==> config.mk <==
export PLATFORM = sky130hd
export DESIGN_NAME = dmem_ctrl
export DESIGN_NICKNAME = d
export VERILOG_FILES = /design/src/rtl/dmem_ctrl.sv
export SDC_FILE = /design/constraint.sdc
export NUM_CORES = 1
export LEC_CHECK = 0
export BUFFER_PORTS_ARGS = -buffer_cell sky130_fd_sc_hd__buf_4
export CORE_MARGIN = 2
export CORE_UTILIZATION = 54
export DETAILED_ROUTE_END_ITERATION = 10
export GPL_TIMING_DRIVEN = 1
export PLACE_DENSITY = 0.77
export SLEW_MARGIN = 15
export SYNTH_ARGS = -nofsm -noshare
export SYNTH_HDL_FRONTEND = slang
export SYNTH_SLANG_ARGS = --single-unit
export TNS_END_PERCENT = 30
==> constraint.sdc <==
create_clock -name clk -period 2.4 [get_ports clk]
set_input_delay 0.24 -clock clk [delete_from_list [all_inputs] [get_ports clk]]
set_output_delay 0.24 -clock clk [all_outputs]
set_load 0.02 [all_outputs]
==> src/rtl/dmem_ctrl.sv <==
`default_nettype none
// +--------------------------------------------------------------------------+
// | Module   : dmem_ctrl                                                     |
// | Purpose  : Data-side memory controller behind the ME stage. Turns one    |
// |            word-level load/store into a sequence of byte accesses on an  |
// |            external 8-bit bus, reports busy/done back to ME and returns  |
// |            the assembled 32-bit read word.                               |
// | Ports    :                                                               |
// |   clk           clock, all state on rising edge                          |
// |   rst           asynchronous active-low reset                            |
// |   ram_r_enable  load request from ME                                     |
// |   ram_w_enable  store request from ME (wins over a simultaneous load)    |
// |   ram_w_mask    byte-lane write enables, bit i = lane i                  |
// |   ram_w_data    store data, lane i = bits [8i+7:8i]                      |
// |   ram_addr      request address; low 2 bits ignored                      |
// |   ram_r_data    assembled read word, held until the next load completes  |
// |   ram_busy      transaction in progress                                  |
// |   ram_done      one-cycle completion pulse                               |
// |   mem_addr      external byte address                                    |
// |   mem_dout      external write byte                                      |
// |   mem_din       external read byte (1-cycle latency after mem_addr)      |
// |   mem_wr        external write strobe for the current byte               |
// | Revision : 1.0  initial release                                          |
// +--------------------------------------------------------------------------+
module dmem_ctrl #(
  parameter int MEM_ADDR_W = 17
) (
  input  logic                  clk,
  input  logic                  rst,
  input  logic                  ram_r_enable,
  input  logic                  ram_w_enable,
  input  logic [3:0]            ram_w_mask,
  input  logic [31:0]           ram_w_data,
  input  logic [31:0]           ram_addr,
  output logic [31:0]           ram_r_data,
  output logic                  ram_busy,
  output logic                  ram_done,
  output logic [MEM_ADDR_W-1:0] mem_addr,
  output logic [7:0]            mem_dout,
  input  logic [7:0]            mem_din,
  output logic                  mem_wr
);

  typedef enum logic [1:0] {
    ST_IDLE  = 2'd0,
    ST_READ  = 2'd1,
    ST_WRITE = 2'd2,
    ST_DONE  = 2'd3
  } state_t;

  // A load needs one extra cycle to catch the last byte coming back.
  localparam logic [2:0] C_READ_LAST  = 3'd4;
  localparam logic [2:0] C_WRITE_LAST = 3'd3;

  state_t                r_state;
  logic [2:0]            r_cnt;
  logic [MEM_ADDR_W-1:0] r_base;
  logic [3:0]            r_mask;
  logic [31:0]           r_wdata;
  logic [23:0]           r_rbuf;

  logic [1:0]            w_next_lane;
  logic [MEM_ADDR_W-1:0] w_next_addr;
  logic [MEM_ADDR_W-1:0] w_req_base;
  logic                  w_unused_addr_bits;

  // Truncating before the add is equivalent to adding in 32 bits and
  // truncating afterwards: the result wraps modulo 2^MEM_ADDR_W either way.
  assign w_req_base  = {ram_addr[MEM_ADDR_W-1:2], 2'b00};
  assign w_next_lane = r_cnt[1:0] + 2'd1;
  assign w_next_addr = r_base + MEM_ADDR_W'(w_next_lane);

  // Address bits above the external bus width and the byte offset play no
  // part in addressing.
  assign w_unused_addr_bits = ^{ram_addr[31:MEM_ADDR_W], ram_addr[1:0]};

  // Every bus output is registered one cycle ahead: the edge that moves the
  // counter to k also loads the address/data/strobe for byte k.
  always_ff @(posedge clk or negedge rst) begin
    if (!rst) begin
      r_state    <= ST_IDLE;
      r_cnt      <= 3'd0;
      r_base     <= '0;
      r_mask     <= 4'd0;
      r_wdata    <= 32'd0;
      r_rbuf     <= 24'd0;
      ram_r_data <= 32'd0;
      ram_busy   <= 1'b0;
      ram_done   <= 1'b0;
      mem_addr   <= '0;
      mem_dout   <= 8'd0;
      mem_wr     <= 1'b0;
    end else begin
      case (r_state)
        ST_IDLE: begin
          ram_done <= 1'b0;
          r_cnt    <= 3'd0;
          if (ram_w_enable) begin
            r_base   <= w_req_base;
            r_mask   <= ram_w_mask;
            r_wdata  <= ram_w_data;
            mem_addr <= w_req_base;
            mem_dout <= ram_w_data[7:0];
            mem_wr   <= ram_w_mask[0];
            ram_busy <= 1'b1;
            r_state  <= ST_WRITE;
          end else if (ram_r_enable) begin
            r_base   <= w_req_base;
            mem_addr <= w_req_base;
            mem_dout <= 8'd0;
            mem_wr   <= 1'b0;
            ram_busy <= 1'b1;
            r_state  <= ST_READ;
          end
        end

        ST_READ: begin
          // mem_din in the cycle with counter k belongs to byte k-1.
          case (r_cnt)
            3'd1:    r_rbuf[7:0]   <= mem_din;
            3'd2:    r_rbuf[15:8]  <= mem_din;
            3'd3:    r_rbuf[23:16] <= mem_din;
            default: r_rbuf        <= r_rbuf;
          endcase
          if (r_cnt == C_READ_LAST) begin
            ram_r_data <= {mem_din, r_rbuf};
            ram_busy   <= 1'b0;
            ram_done   <= 1'b1;
            mem_addr   <= '0;
            r_cnt      <= 3'd0;
            r_state    <= ST_DONE;
          end else begin
            // The final capture cycle issues no new address; base+3 holds.
            if (r_cnt < 3'd3) begin
              mem_addr <= w_next_addr;
            end
            r_cnt <= r_cnt + 3'd1;
          end
        end

        ST_WRITE: begin
          if (r_cnt == C_WRITE_LAST) begin
            ram_busy <= 1'b0;
            ram_done <= 1'b1;
            mem_addr <= '0;
            mem_dout <= 8'd0;
            mem_wr   <= 1'b0;
            r_cnt    <= 3'd0;
            r_state  <= ST_DONE;
          end else begin
            // Unmasked lanes still get their cycle, just without the strobe.
            mem_addr <= w_next_addr;
            mem_dout <= r_wdata[{w_next_lane, 3'b000} +: 8];
            mem_wr   <= r_mask[w_next_lane];
            r_cnt    <= r_cnt + 3'd1;
          end
        end

        ST_DONE: begin
          ram_done <= 1'b0;
          r_cnt    <= 3'd0;
          r_state  <= ST_IDLE;
        end

        default: begin
          ram_busy <= 1'b0;
          ram_done <= 1'b0;
          mem_wr   <= 1'b0;
          r_cnt    <= 3'd0;
          r_state  <= ST_IDLE;
        end
      endcase
    end
  end

endmodule
`default_nettype wire

# After elaboration in Yosys (flattened, before gate mapping)
# Index checks and enable logic that the tools add are counted.
# word_totals
word_cells	79
input_bits	80
ff_bits	142
out_inout_bits	60
# classes
addsub	3
magnitude_cmp	2
n_eq_ne	11
shift	1
muxes	32
reduce_logical	16
# ops
op	count
17-bit two-way mux	5
17-bit case mux with 3 select lines	1
32-bit by 6-bit indexed part select with 8-bit output	1
8-bit two-way mux	3
17-bit by 2-bit adder with 17-bit output	1
8-bit case mux with 2 select lines	1
2-bit AND reduction	8
1-bit two-way mux	10
3-bit case mux with 3 select lines	1
2-bit two-way mux	4
2-bit case mux with 4 select lines	1
3-bit by 2-bit == test with 1-bit output (second input constant)	2
3-bit two-way mux	2
3-bit inequality test (second input constant)	2
1-bit case mux with 3 select lines	2
3-bit AND reduction	2
2-bit == test (second input constant)	2
2-bit inequality test (second input constant)	2
4-bit AND reduction	1
2-bit nonzero test	2
3-bit by 1-bit adder with 3-bit output (second input constant)	1
3-bit by 1-bit == test with 1-bit output (second input constant)	1
3-bit == test (second input constant)	1
2-bit by 3-bit < comparator with 1-bit output (second input constant)	1
8 further kinds	8

# Longest topological paths before layout
# Gate-level depths: netlist of the first run.
# depth
ltp_word	5
mapped_depth	8

# Least setup slack after synthesis of the first run
# No wires, ideal clock.
# synth_timing
path_kind	register to register
startpoint	register r_cnt[0]
endpoint	register mem_dout[0]
arrival_ns	2.009
stages_incl_launch_ff	7
path_buffers	2
path_slack_ns	0.265
path_cell_list	dfrtp_1 > buf_2 > inv_1 > ha_1 > clkbuf_1 > mux4_2 > a221o_1
# synth_between
elab_chain_cells	4
elab_cells_between_ends	5
# synth_rtl
item	line	text
start: declaration	56	logic [2:0] r_cnt;
start signal: assignment	137	r_cnt <= r_cnt + 3'd1;
start signal: assignment	155	r_cnt <= r_cnt + 3'd1;
2-bit by 1-bit adder with 2-bit output	70	assign w_next_lane = r_cnt[1:0] + 2'd1;
32-bit by 6-bit indexed part select with 8-bit output	153	mem_dout <= r_wdata[{w_next_lane, 3'b000} +: 8];
8-bit two-way mux *	142	if (r_cnt == C_WRITE_LAST) begin
8-bit case mux with 2 select lines *	94	case (r_state)
end signal: assignment	103	mem_dout <= ram_w_data[7:0];
end signal: assignment	153	
end: declaration	39	output logic [7:0] mem_dout,
# Every way passes the cells marked *; elsewhere a longest branch is shown, timed or not.
# A chain may end at the register's enable or synchronous reset.

# Worst setup path in the final report of the first run
# layout_timing
startpoint	register r_cnt[0]
endpoint	register mem_dout[2]
# The elaborated chain is that of the path after synthesis.

==> results of run 1 <==
==> per-stage QoR <==
step | power (mW) | area [um2]
6_report | 11.9 | 8390
5_1_grt | 12.5 | 8390
3_5_place_dp | 9.10 | 7180
2_1_floorplan | 7.40 | 6040
4_1_cts | 11.9 | 8390
3_3_place_gp | 8.83 | 7180
==> sequential cells by signal (all words and copies together), names as in the netlist <==
| signal | cells |
|---|---|
| r_base | 15 |
| r_state | 2 |
| mem_dout | 8 |
| r_wdata | 32 |
| r_rbuf | 24 |
| mem_wr | 1 |
| r_mask | 4 |
| mem_addr | 17 |
| r_cnt | 3 |
| ram_busy | 1 |
| ram_done | 1 |
| ram_r_data | 32 |
==> placed cells by master (no fill, tap or decap), types with 2 or more instances in the layout <==
cell type	netlist	final
clkinv_4	0	2
clkbuf_1	13	2
a21oi_1	2	2
dlygate4sd3_1	0	60
o41ai_1	2	2
buf_4	1	135
bufinv_16	0	4
nand2_1	9	9
buf_12	0	2
ha_1	11	11
clkinvlp_4	0	4
inv_6	0	2
mux2_2	124	124
o21ai_0	2	2
a221o_1	9	9
and3_1	2	2
mux2i_1	18	18
dfrtp_1	140	140
mux4_2	9	9
a31oi_1	15	15
clkbuf_16	0	16
and4b_1	9	9
nor2b_1	2	2
inv_1	6	6
==> power groups by stage <==
stage          Clock (mW)  Sequential (mW)  Combinational, mW
2_1_floorplan           0             4.46               2.94
3_3_place_gp            0             4.03               4.80
3_5_place_dp            0             4.13               4.97
4_1_cts              2.72             4.11               5.09
5_1_grt              2.84             4.24               5.46
6_report             2.69             4.13               5.08
==> worst register-to-register path, cell delays in order (launching register included) <==
cell and delay (ns):
dfrtp_1 0.41, inv_1 0.12, ha_1 0.56, buf_4 0.23
mux4_2 0.31, a221o_1 0.35
==> cells by family after synthesis <==
group,count (synthesis),share of synthesized area
AO/OA/AOI/OAI,35,0.0433
adder cells (fa/ha/maj),11,0.0228
buffers and inverters,28,0.0207
flip-flops,140,0.580
multiplexers,152,0.296
AND/OR/NAND/NOR,30,0.0373
==> routing by layer <==
| metal | GRT usage | up-vias |
|---|---|---|
| met5 | 0 | - |
| met4 | 0.0895 | 0 |
| met3 | 0.0652 | 19 |
| met2 | 0.436 | 107 |
| met1 | 0.290 | 2108 |
| li1 | - | 1864 |
==> worst paths after layout <==
path | cells after the start | start | end | slack [ns]
max in group asynchronous | 3 | rst | r_wdata[2]$_DFFE_PN0P_ | 1.39
min | 3 | ram_r_enable | ram_busy$_DFFE_PN0P_ | 0.15
min reg2reg | 1 | r_rbuf[13]$_DFFE_PN0P_ | ram_r_data[13]$_DFFE_PN0P_ | 0.50
max | 5 | r_cnt[0]$_DFF_PN0_ | mem_dout[2]$_DFFE_PN0P_ | 0.29
max reg2reg | 5 | r_cnt[0]$_DFF_PN0_ | mem_dout[2]$_DFFE_PN0P_ | 0.29
min in group asynchronous | 2 | rst | mem_addr[2]$_DFFE_PN0P_ | 0.26
==> area by class of cell <==
| class | instances | area [um2] | area share |
|---|---|---|---|
| Clock inverter | 13 | 190 | 0.0227 |
| Inverter | 6 | 22.5 | 0.00268 |
| Tap cell | 140 | 175 | 0.0209 |
| Timing Repair Buffer | 198 | 1670 | 0.198 |
| Clock buffer | 19 | 422 | 0.0502 |
| Sequential cell | 140 | 3500 | 0.417 |
| Multi-Input combinational cell | 228 | 2410 | 0.288 |
==> repair_timing <==
item                                   in CTS  in global routing
endpoints found under the hold margin     143                  0
hold buffers                               60                  0
setup buffers                               0                  0
==> impl_metrics.sql, run 1 <==
INSERT INTO impl_metrics (metric_group, metric, value, unit) VALUES
('placed_design', 'numPlacedInstances', '652', ''),
('final_layout', 'design.final.nets', '682', ''),
('placed_design', 'place_worst_setup_slack', '0.357', 'ns'),
('floorplan', 'initial_cell_density_of_the_core', '0.555', ''),
('routing', 'detail_route.vias_per_cell', '5.51', ''),
('critical_path', 'worstSetupEndpointType', 'register', ''),
('power_and_ir_drop', 'share_seq_of_total_power', '0.347', ''),
('synthesis', 'synthesis.area', '6040', 'um2'),
('synthesis', 'synth_enable_flop_cells', '0', ''),
('cts', 'h-tree-depth', '4', ''),
('synthesis', 'synth_top_cells_by_area', 'dfrtp_1, mux2_2, mux4_2', ''),
('power_and_ir_drop', 'switching_power_as_a_share_of_total_power', '0.336', ''),
('synthesis', 'postSynth.asyncResetShare', '1.00', ''),
('sta', 'setup_tns', '0', 'ns'),
('floorplan', 'std_cell_rows', '38', ''),
('floorplan', 'floorplan.die.width', '110', 'um'),
('cts', 'clkLatencyLatePin', '0.52', 'ns'),
('routing', 'antenna_violating_nets_post_route', '0', ''),
('final_layout', 'antennaDiodeCount', '0', ''),
('sta', 'finalClockSkew', '0.0112', 'ns'),
('critical_path', 'critPathKind', 'register to register', ''),
('floorplan', 'placeableCoreArea', '10900', 'um2'),
('routing', 'finalWirelength', '14100', 'um'),
('floorplan', 'io_pins', '140', ''),
('global_routing', 'global_route_wire_length_before_repair', '22300', 'um'),
('placed_design', 'rd_place_congestion', '0.823', ''),
('synthesis', 'yosys.cell_count.top_type', 'dfrtp_1', ''),
('final_layout', 'final_standard_cell_utilization_of_the_core', '0.771', ''),
('sta', 'slew_headroom', '0.450', ''),
('final_layout', 'final_cells', '744', ''),
('critical_path', 'startpoint_type', 'register', ''),
('sta', 'holdWs', '0.151', 'ns'),
('routing', 'wl_per_cell', '18.9', 'um'),
('routing', 'wl_met3', '615', 'um'),
('sta', 'final-hold-violation-count', '0', ''),
('cts', 'post_cts_resize_count', '0', ''),
('synthesis', 'ys_seq_elements', '140', ''),
('synthesis', 'synth_top_flop_cell', 'dfrtp_1', ''),
('cts', 'clockRootBuffer', 'clkbuf_8', ''),
('cts', 'tritoncts', 'built', ''),
('power_and_ir_drop', 'p_int', '7.90', 'mW'),
('routing', 'met2_wirelength', '7550', 'um'),
('floorplan', 'die_area', '12100', 'um2'),
('synthesis', 'synth_largest_type_area_fraction', '0.580', ''),
('synthesis', 'synth_cell_count_leaders', 'dfrtp_1, mux2_2, mux2i_1, a31oi_1, clkbuf_1', ''),
('power_and_ir_drop', 'power.leakage', '3.98', 'nW'),
('global_routing', 'grt_max_degree', '64', ''),
('outcome', 'run_status', 'completed', ''),
('global_routing', 'global_route.overflow_total', '0', ''),
('power_and_ir_drop', 'p_switching', '4.00', 'mW'),
('floorplan', 'die_y', '110', 'um'),
('synthesis', 'yosysTopAreaCell', 'dfrtp_1', ''),
('critical_path', 'crit_chain', 'inv_1 > ha_1 > buf_4 > mux4_2 > a221o_1', ''),
('synthesis', 'synth_sequential_area_ratio', '0.580', ''),
('sta', 'report.final.setup_viol', '0', ''),
('critical_path', 'worstPathRequired', '2.79', 'ns'),
('sta', 'final.setup.worst_slack', '0.287', 'ns'),
('synthesis', 'synthesis.area_per_instance', '15.3', 'um2'),
('routing', 'via_count', '4098', ''),
('cts', 'cts-buffers-inserted', '17', ''),
('critical_path', 'worst_path_max_delay_cell', 'ha_1', ''),
('job', 'max_cap_violations', '0', ''),
('routing', 'drt_first_iter_violations', '170', ''),
('routing', 'detail_route.first_pass.iterations', '4', ''),
('final_layout', 'syn2layout_area_growth', '38.9', '%'),
('sta', 'final.period_utilization', '0.881', ''),
('min_path', 'path_class_of_the_lowest_slack_min_delay_path', 'primary input to register', ''),
('power_and_ir_drop', 'clockPowerShare', '0.226', ''),
('final_layout', 'final.fill_count', '634', ''),
('routing', 'dr.max_layer_used', 'met4', ''),
('sta', 'achievable-frequency', '0.473', 'GHz');
(Power assumes the default switching activity.)
==> run 2: changes to the inputs <==
Settings changed: ABC_AREA set to 1.
==> impl_metrics.sql, run 2 <==
INSERT INTO impl_metrics (metric_group, metric, value, unit) VALUES
('final_layout', 'final_layout_size_suffix_gt1_frac', '0.201', ''),
('placed_design', 'place_area', '7220', 'um2'),
('sta', 'slew_headroom', '0.596', ''),
('synthesis', 'synth-compound-area-share', '0.0688', ''),
('critical_path', 'cp_slowest_stage_delay', '0.45', 'ns'),
('routing', 'wl_per_cell', '14.0', 'um'),
('routing', 'drt_first_iter_violations', '392', ''),
('sta', 'setup_tns', '0', 'ns'),
('critical_path', 'critPathKind', 'register to register', ''),
('floorplan', 'die_y', '111', 'um'),
('cts', 'h-tree-depth', '4', ''),
('synthesis', 'synth.yosys.warnings', '0', ''),
('critical_path', 'worst-endpoint-arrival', '2.14', 'ns'),
('floorplan', 'placeableCoreArea', '11300', 'um2'),
('power_and_ir_drop', 'ir_worst_vdd', '0.844', 'mV'),
('power_and_ir_drop', 'power.leakage', '4.32', 'nW'),
('cts', 'clk_pin_slew', '0.06', 'ns'),
('sta', 'timing_max_transition_violations_final', '0', ''),
('placed_design', 'numPlacedInstances', '997', ''),
('placed_design', 'hpwlAfterDp', '9970', 'um'),
('global_routing', 'global_route_wire_length_before_repair', '24500', 'um'),
('cts', 'cts-buffers-inserted', '17', ''),
('global_routing', 'grt_usage', '0.248', ''),
('critical_path', 'startpoint_type', 'register', ''),
('final_layout', 'antennaDiodeCount', '0', ''),
('routing', 'via_count', '5240', ''),
('routing', 'finalWirelength', '14500', 'um'),
('final_layout', 'regArea', '3500', 'um2'),
('final_layout', 'multi_input_area', '2230', 'um2'),
('synthesis', 'synth_cell_count_leaders', 'nand2_1, dfrtp_1, inv_1, nor2_1, nand3_1', ''),
('synthesis', 'synth_top_family_by_area', 'simple AND/OR/NAND/NOR gates', ''),
('routing', 'drt_drc_violations_left', '0', ''),
('synthesis', 'synth_top_flop_cell', 'dfrtp_1', ''),
('sta', 'finalCriticalPeriod', '1.81', 'ns'),
('synthesis', 'synth_largest_type_area_fraction', '0.567', ''),
('synthesis', 'syn_nets', '844', ''),
('sta', 'report.final.setup_viol', '0', ''),
('sta', 'finalClockSkew', '0.00614', 'ns'),
('sta', 'achievable-frequency', '0.554', 'GHz'),
('sta', 'final.period_utilization', '0.753', ''),
('placed_design', 'rd_place_congestion', '0.860', ''),
('cts', 'clkLatencyLatePin', '0.42', 'ns'),
('critical_path', 'cp_common_cell', 'nand2_1', ''),
('global_routing', 'first_global_vias', '5014', ''),
('routing', 'antenna_violating_nets_post_route', '0', ''),
('synthesis', 'postSynth.asyncResetShare', '1.00', ''),
('synthesis', 'yosys.cell_count.top_type', 'nand2_1', ''),
('outcome', 'run_status', 'completed', ''),
('floorplan', 'io_pins', '140', ''),
('sta', 'setup_repair_after_global_routing_missed_its_margin', 'no', ''),
('job', 'max_cap_violations', '0', ''),
('power_and_ir_drop', 'power.density_cell_area', '1430', 'nW/um2'),
('placed_design', 'buffer_ports.inserted', '122', ''),
('synthesis', 'synth_simple_gate_area_share', '0.270', ''),
('final_layout', 'mostFrequentLayoutCells', 'nand2_1, dfrtp_1, buf_4', ''),
('min_path', 'hold_path_depth', '3', ''),
('global_routing', 'global_route.overflow_total', '0', ''),
('floorplan', 'initial_cell_density_of_the_core', '0.548', ''),
('synthesis', 'synthesis.area_per_instance', '8.21', 'um2'),
('critical_path', 'worstSetupEndpointType', 'register', ''),
('synthesis', 'synth_enable_flop_cells', '0', ''),
('synthesis', 'yosysTopAreaCell', 'dfrtp_1', ''),
('floorplan', 'die_area', '12300', 'um2'),
('synthesis', 'synth_top_cells_by_area', 'dfrtp_1, nand2_1, nand3_1', ''),
('floorplan', 'std_cell_rows', '39', ''),
('synthesis', 'synth_sequential_area_ratio', '0.567', ''),
('cts', 'clockRootBuffer', 'clkbuf_16', ''),
('critical_path', 'worstPathRequired', '2.73', 'ns'),
('sta', 'tightestPinTransition', '0.604', 'ns'),
('synthesis', 'synth-xor-area-share', '0', ''),
('final_layout', 'design.final.nets', '965', ''),
('synthesis', 'synth.distinct_cells', '22', ''),
('min_path', 'path_class_of_the_lowest_slack_min_delay_path', 'primary input to register', ''),
('synthesis', 'synthesis.area', '6180', 'um2'),
('final_layout', 'syn2layout_area_growth', '26.9', '%'),
('routing', 'detail_route.first_pass.iterations', '5', ''),
('synthesis', 'synth_fa_ha_area_frac', '0.0223', ''),
('synthesis', 'syn-instance-count', '753', ''),
('cts', 'tritoncts', 'built', ''),
('final_layout', 'final.fill_count', '892', ''),
('floorplan', 'floorplan.die.width', '111', 'um'),
('final_layout', 'final_common_cell', 'nand2_1', ''),
('final_layout', 'final_cells', '1030', ''),
('global_routing', 'grt_max_degree', '73', ''),
('critical_path', 'crit_chain', 'inv_2 > ha_1 > inv_1 > nand3_1 > nand2_1 > nand2_1 > a21oi_1', ''),
('sta', 'final-hold-violation-count', '0', ''),
('final_layout', 'final_standard_cell_utilization_of_the_core', '0.696', ''),
('cts', 'cts_sinks', '140', ''),
('routing', 'detail_route.vias_per_cell', '5.09', ''),
('final_layout', 'largest_registers', 'r_wdata (32), ram_r_data (32), r_rbuf (24)', ''),
('final_layout', 'final_area', '7840', 'um2'),
('critical_path', 'worstPathMaxFanout', '11', ''),
('synthesis', 'synth.mux.area_fraction', '0', ''),
('cts', 'cts.path.max_buffers', '2', ''),
('sta', 'holdWs', '0.0694', 'ns'),
('critical_path', 'worst_path_max_delay_cell', 'dfrtp_1', ''),
('global_routing', 'antenna_found_initial', '0', ''),
('critical_path', 'reg2regPathDepth', '7', ''),
('synthesis', 'ys_seq_elements', '140', '');
run 2: where the power goes:
group          switching, mW  internal [mW]  leakage (nW)
Sequential             0.544           3.43          1.68
Clock                  0.930           1.74         0.301
Combinational           2.92           1.67          2.34
Total                   4.40           6.84          4.32
run 2: critical path: cells and delay by family, from the launching register on:
kind	cells	cell delay [ns]
buffers and inverters	2	0.38
DFF	1	0.45
AOI/OAI and AO/OA	1	0.15
adders and majority gates	1	0.45
and+or+nand+nor	3	0.29
run 2: layout make-up:
class                           instances  area share
Sequential cell                       140       0.447
Inverter                               74      0.0357
Clock inverter                          7      0.0140
Tap cell                              143      0.0228
Multi-Input combinational cell        507       0.285
Clock buffer                           25      0.0632
Timing Repair Buffer                  134       0.132
run 2: what timing repair did:
action	4_1_cts	5_1_grt
hold buffers	1	0
buffers inserted	0	0
gates resized for setup	0	0
setup endpoints to repair	0	0
endpoints found under the hold margin	53	0
run 2: path summary, 6_finish.rpt:
path / startpoint / slack [ns] / to
setup / recovery: r_cnt[0]$_DFF_PN0_ / 0.59 / mem_dout[4]$_DFFE_PN0P_
hold / removal: ram_addr[12] / 0.07 / r_base[12]$_DFFE_PN0P_
setup reg to reg: r_cnt[0]$_DFF_PN0_ / 0.59 / mem_dout[4]$_DFFE_PN0P_
hold reg to reg: mem_addr[13]$_DFFE_PN0P_ / 0.47 / mem_addr[13]$_DFFE_PN0P_
max in group asynchronous: rst / 1.36 / r_mask[0]$_DFFE_PN0P_
min in group asynchronous: rst / 0.35 / r_wdata[28]$_DFFE_PN0P_
run 2: layer usage:
layer / up-vias / GRT usage / share of wire
met5: - / 0 / 0
met4: 0 / 0.0892 / 0.018
met3: 20 / 0.0563 / 0.061
met2: 181 / 0.391 / 0.47
met1: 2464 / 0.340 / 0.45
li1: 2575 / - / -
run 2: kinds of logic after synthesis:
logic type | after synthesis
adders and majority gates | 11
DFF | 140
buffers and inverters | 106
AOI/OAI and AO/OA | 85
and+or+nand+nor | 411
run 2: through the flow:
| step | setup slack, ns | power [mW] |
|---|---|---|
| 2_1_floorplan | 0.670 | 7.00 |
| 3_3_place_gp | 0.683 | 8.36 |
| 3_5_place_dp | 0.623 | 8.56 |
| 4_1_cts | 0.586 | 11.3 |
| 5_1_grt | 0.453 | 12.1 |
| 6_report | 0.593 | 11.2 |
==> run 3: changes to the inputs <==
Settings changed: ABC_AREA 1 to 0.
Clock period 2.4 ns to 1.7 ns, I/O delays scaled along.
==> impl_metrics.sql, run 3 (synthesized netlist as in run 1, its figures left out) <==
INSERT INTO impl_metrics (metric_group, metric, value, unit) VALUES
('cts', 'cts-buffers-inserted', '17', ''),
('floorplan', 'die_y', '110', 'um'),
('placed_design', 'numPlacedInstances', '673', ''),
('critical_path', 'worstSetupEndpointType', 'register', ''),
('routing', 'detail_route.vias_per_cell', '5.48', ''),
('job', 'max_cap_violations', '0', ''),
('global_routing', 'gr-max-usage-layer', 'met2', ''),
('global_routing', 'global_route.overflow_total', '0', ''),
('cts', 'clkLatencyLatePin', '0.52', 'ns'),
('placed_design', 'place_area', '7460', 'um2'),
('routing', 'wl_per_cell', '18.3', 'um'),
('sta', 'finalCriticalPeriod', '1.77', 'ns'),
('cts', 'tritoncts', 'built', ''),
('final_layout', 'final_layout_size_suffix_gt1_frac', '0.551', ''),
('critical_path', 'setup.reg_to_reg.worst_slack', '-0.07', 'ns'),
('power_and_ir_drop', 'ir_worst_vdd', '1.00', 'mV'),
('floorplan', 'floorplan.die.width', '110', 'um'),
('sta', 'achievable-frequency', '0.564', 'GHz'),
('placed_design', 'rd_place_congestion', '0.749', ''),
('global_routing', 'globalRouteMet3Util', '0.0688', ''),
('global_routing', 'global_route_wire_length_before_repair', '22200', 'um'),
('power_and_ir_drop', 'p_switching', '5.77', 'mW'),
('power_and_ir_drop', 'switching_power_as_a_share_of_total_power', '0.330', ''),
('critical_path', 'startpoint_type', 'register', ''),
('sta', 'report.final.setup_viol', '17', ''),
('critical_path', 'worstPathMaxFanout', '17', ''),
('global_routing', 'globalRouteMet1Util', '0.296', ''),
('critical_path', 'path_depth', '5', ''),
('sta', 'final.setup.worst_slack', '-0.0725', 'ns'),
('power_and_ir_drop', 'combinationalPowerShare', '0.455', ''),
('floorplan', 'die_area', '12100', 'um2'),
('routing', 'drt_drc_violations_left', '0', ''),
('final_layout', 'mostFrequentLayoutCells', 'buf_4, dfrtp_1, mux2_2', ''),
('sta', 'slew_headroom', '0.741', ''),
('power_and_ir_drop', 'clockPowerShare', '0.212', ''),
('critical_path', 'worst_path_max_delay_cell', 'dfrtp_1', ''),
('final_layout', 'design.final.nets', '705', ''),
('sta', 'final.period_utilization', '1.04', ''),
('power_and_ir_drop', 'power.density_cell_area', '2000', 'nW/um2'),
('critical_path', 'crit_chain', 'ha_2 > and3b_1 > nor4_4 > buf_12 > mux2_2', ''),
('placed_design', 'buffer_ports.inserted', '122', ''),
('critical_path', 'cp_top_family', 'simple AND/OR/NAND/NOR gates', ''),
('sta', 'timing_max_transition_violations_final', '0', ''),
('final_layout', 'final_area', '8750', 'um2'),
('floorplan', 'initial_cell_density_of_the_core', '0.555', ''),
('final_layout', 'largest_registers', 'r_wdata (32), ram_r_data (32), r_rbuf (24)', ''),
('global_routing', 'fraction_of_met2_tracks_used_by_global_routing', '0.421', ''),
('final_layout', 'final_common_cell', 'buf_4', ''),
('final_layout', 'final_cells', '766', ''),
('routing', 'finalWirelength', '14000', 'um'),
('sta', 'finalClockSkew', '0.00934', 'ns'),
('floorplan', 'io_pins', '140', ''),
('floorplan', 'std_cell_rows', '38', ''),
('cts', 'clk_pin_slew', '0.06', 'ns'),
('sta', 'final-hold-violation-count', '0', ''),
('routing', 'via_count', '4198', ''),
('routing', 'detail_route.first_pass.iterations', '4', ''),
('global_routing', 'grt_usage', '0.245', ''),
('floorplan', 'placeableCoreArea', '10900', 'um2'),
('sta', 'tightestPinTransition', '0.388', 'ns'),
('critical_path', 'reg2regPathDepth', '5', ''),
('global_routing', 'first_global_vias', '4478', ''),
('global_routing', 'antenna_found_initial', '0', ''),
('outcome', 'run_status', 'finished with violations', ''),
('critical_path', 'cp_slowest_stage_delay', '0.40', 'ns'),
('sta', 'setup_repair_after_global_routing_missed_its_margin', 'yes', ''),
('cts', 'clockRootBuffer', 'clkbuf_8', ''),
('routing', 'drt_first_iter_violations', '219', ''),
('cts', 'cts_sinks', '140', ''),
('outcome', 'violations', 'negative setup slack', ''),
('cts', 'cts.path.max_buffers', '2', ''),
('placed_design', 'hpwlAfterDp', '8590', 'um'),
('cts', 'h-tree-depth', '4', ''),
('placed_design', 'place_worst_setup_slack', '-0.133', 'ns'),
('routing', 'antenna_violating_nets_post_route', '0', ''),
('final_layout', 'syn2layout_area_growth', '44.9', '%'),
('power_and_ir_drop', 'power.leakage', '4.16', 'nW'),
('final_layout', 'final_standard_cell_utilization_of_the_core', '0.804', ''),
('final_layout', 'antennaDiodeCount', '0', ''),
('min_path', 'path_class_of_the_lowest_slack_min_delay_path', 'primary input to asynchronous set/reset pin', ''),
('global_routing', 'grt_max_degree', '75', ''),
('critical_path', 'worstPathRequired', '2.10', 'ns'),
('critical_path', 'critPathKind', 'register to register', ''),
('critical_path', 'worst-endpoint-arrival', '2.17', 'ns'),
('critical_path', 'timing.critical_path.buf_inv', '1', ''),
('power_and_ir_drop', 'p_int', '11.7', 'mW'),
('power_and_ir_drop', 'share_seq_of_total_power', '0.333', '');
## run 3: through the flow
stage / TNS, ns / hold WS, ns / power (mW)
after global placement: -2.24 / 0.0302 / 13.0
after CTS: -1.08 / 0.0499 / 17.4
final: -1.05 / 0.0629 / 17.5
after detailed placement: -3.40 / 0.0356 / 13.4
after global routing: -2.49 / 0.0525 / 18.4
after floorplan: -4.99 / -0.126 / 10.5
## run 3: area by class of cell
class                           count  area (um2)
Clock buffer                       21         459
Clock inverter                     10         140
Fill cell                         593        2130
Inverter                            6        25.0
Multi-Input combinational cell    228        2500
Sequential cell                   140        3500
Tap cell                          140         175
Timing Repair Buffer              221        1950
## run 3: power by group through the flow
stage / Combinational [mW] / Clock (mW) / Sequential, mW
global route: 8.53 / 3.92 / 5.99
detailed placement: 7.56 / 0 / 5.80
finish: 7.95 / 3.71 / 5.82
floorplan: 4.24 / 0 / 6.30
global placement: 7.30 / 0 / 5.71
CTS: 7.84 / 3.76 / 5.80
## run 3: layer usage
metal	part of all wire	vias up	wire length (um)
met4	0.012	0	161
met2	0.53	112	7400
met1	0.41	2165	5740
met5	0	-	0
li1	-	1908	-
met3	0.048	13	677
## run 3: final timing paths
check	from	to
min	rst	r_base[5]$_DFFE_PN0P_
min in group clk	ram_w_enable	r_state[0]$_DFFE_PN0P_
max	r_state[0]$_DFFE_PN0P_	mem_addr[14]$_DFFE_PN0P_
max reg2reg	r_state[0]$_DFFE_PN0P_	mem_addr[14]$_DFFE_PN0P_
min reg2reg	mem_addr[15]$_DFFE_PN0P_	mem_addr[15]$_DFFE_PN0P_
max in group asynchronous	rst	r_rbuf[7]$_DFFE_PN0P_
## run 3: timing repair
action,4_1_cts,5_1_grt
buffers inserted,0,2
endpoints found under the setup margin,54,70
hold endpoints to repair,223,0
hold buffers,60,0
pin swaps,1,2
gates resized for setup,12,13
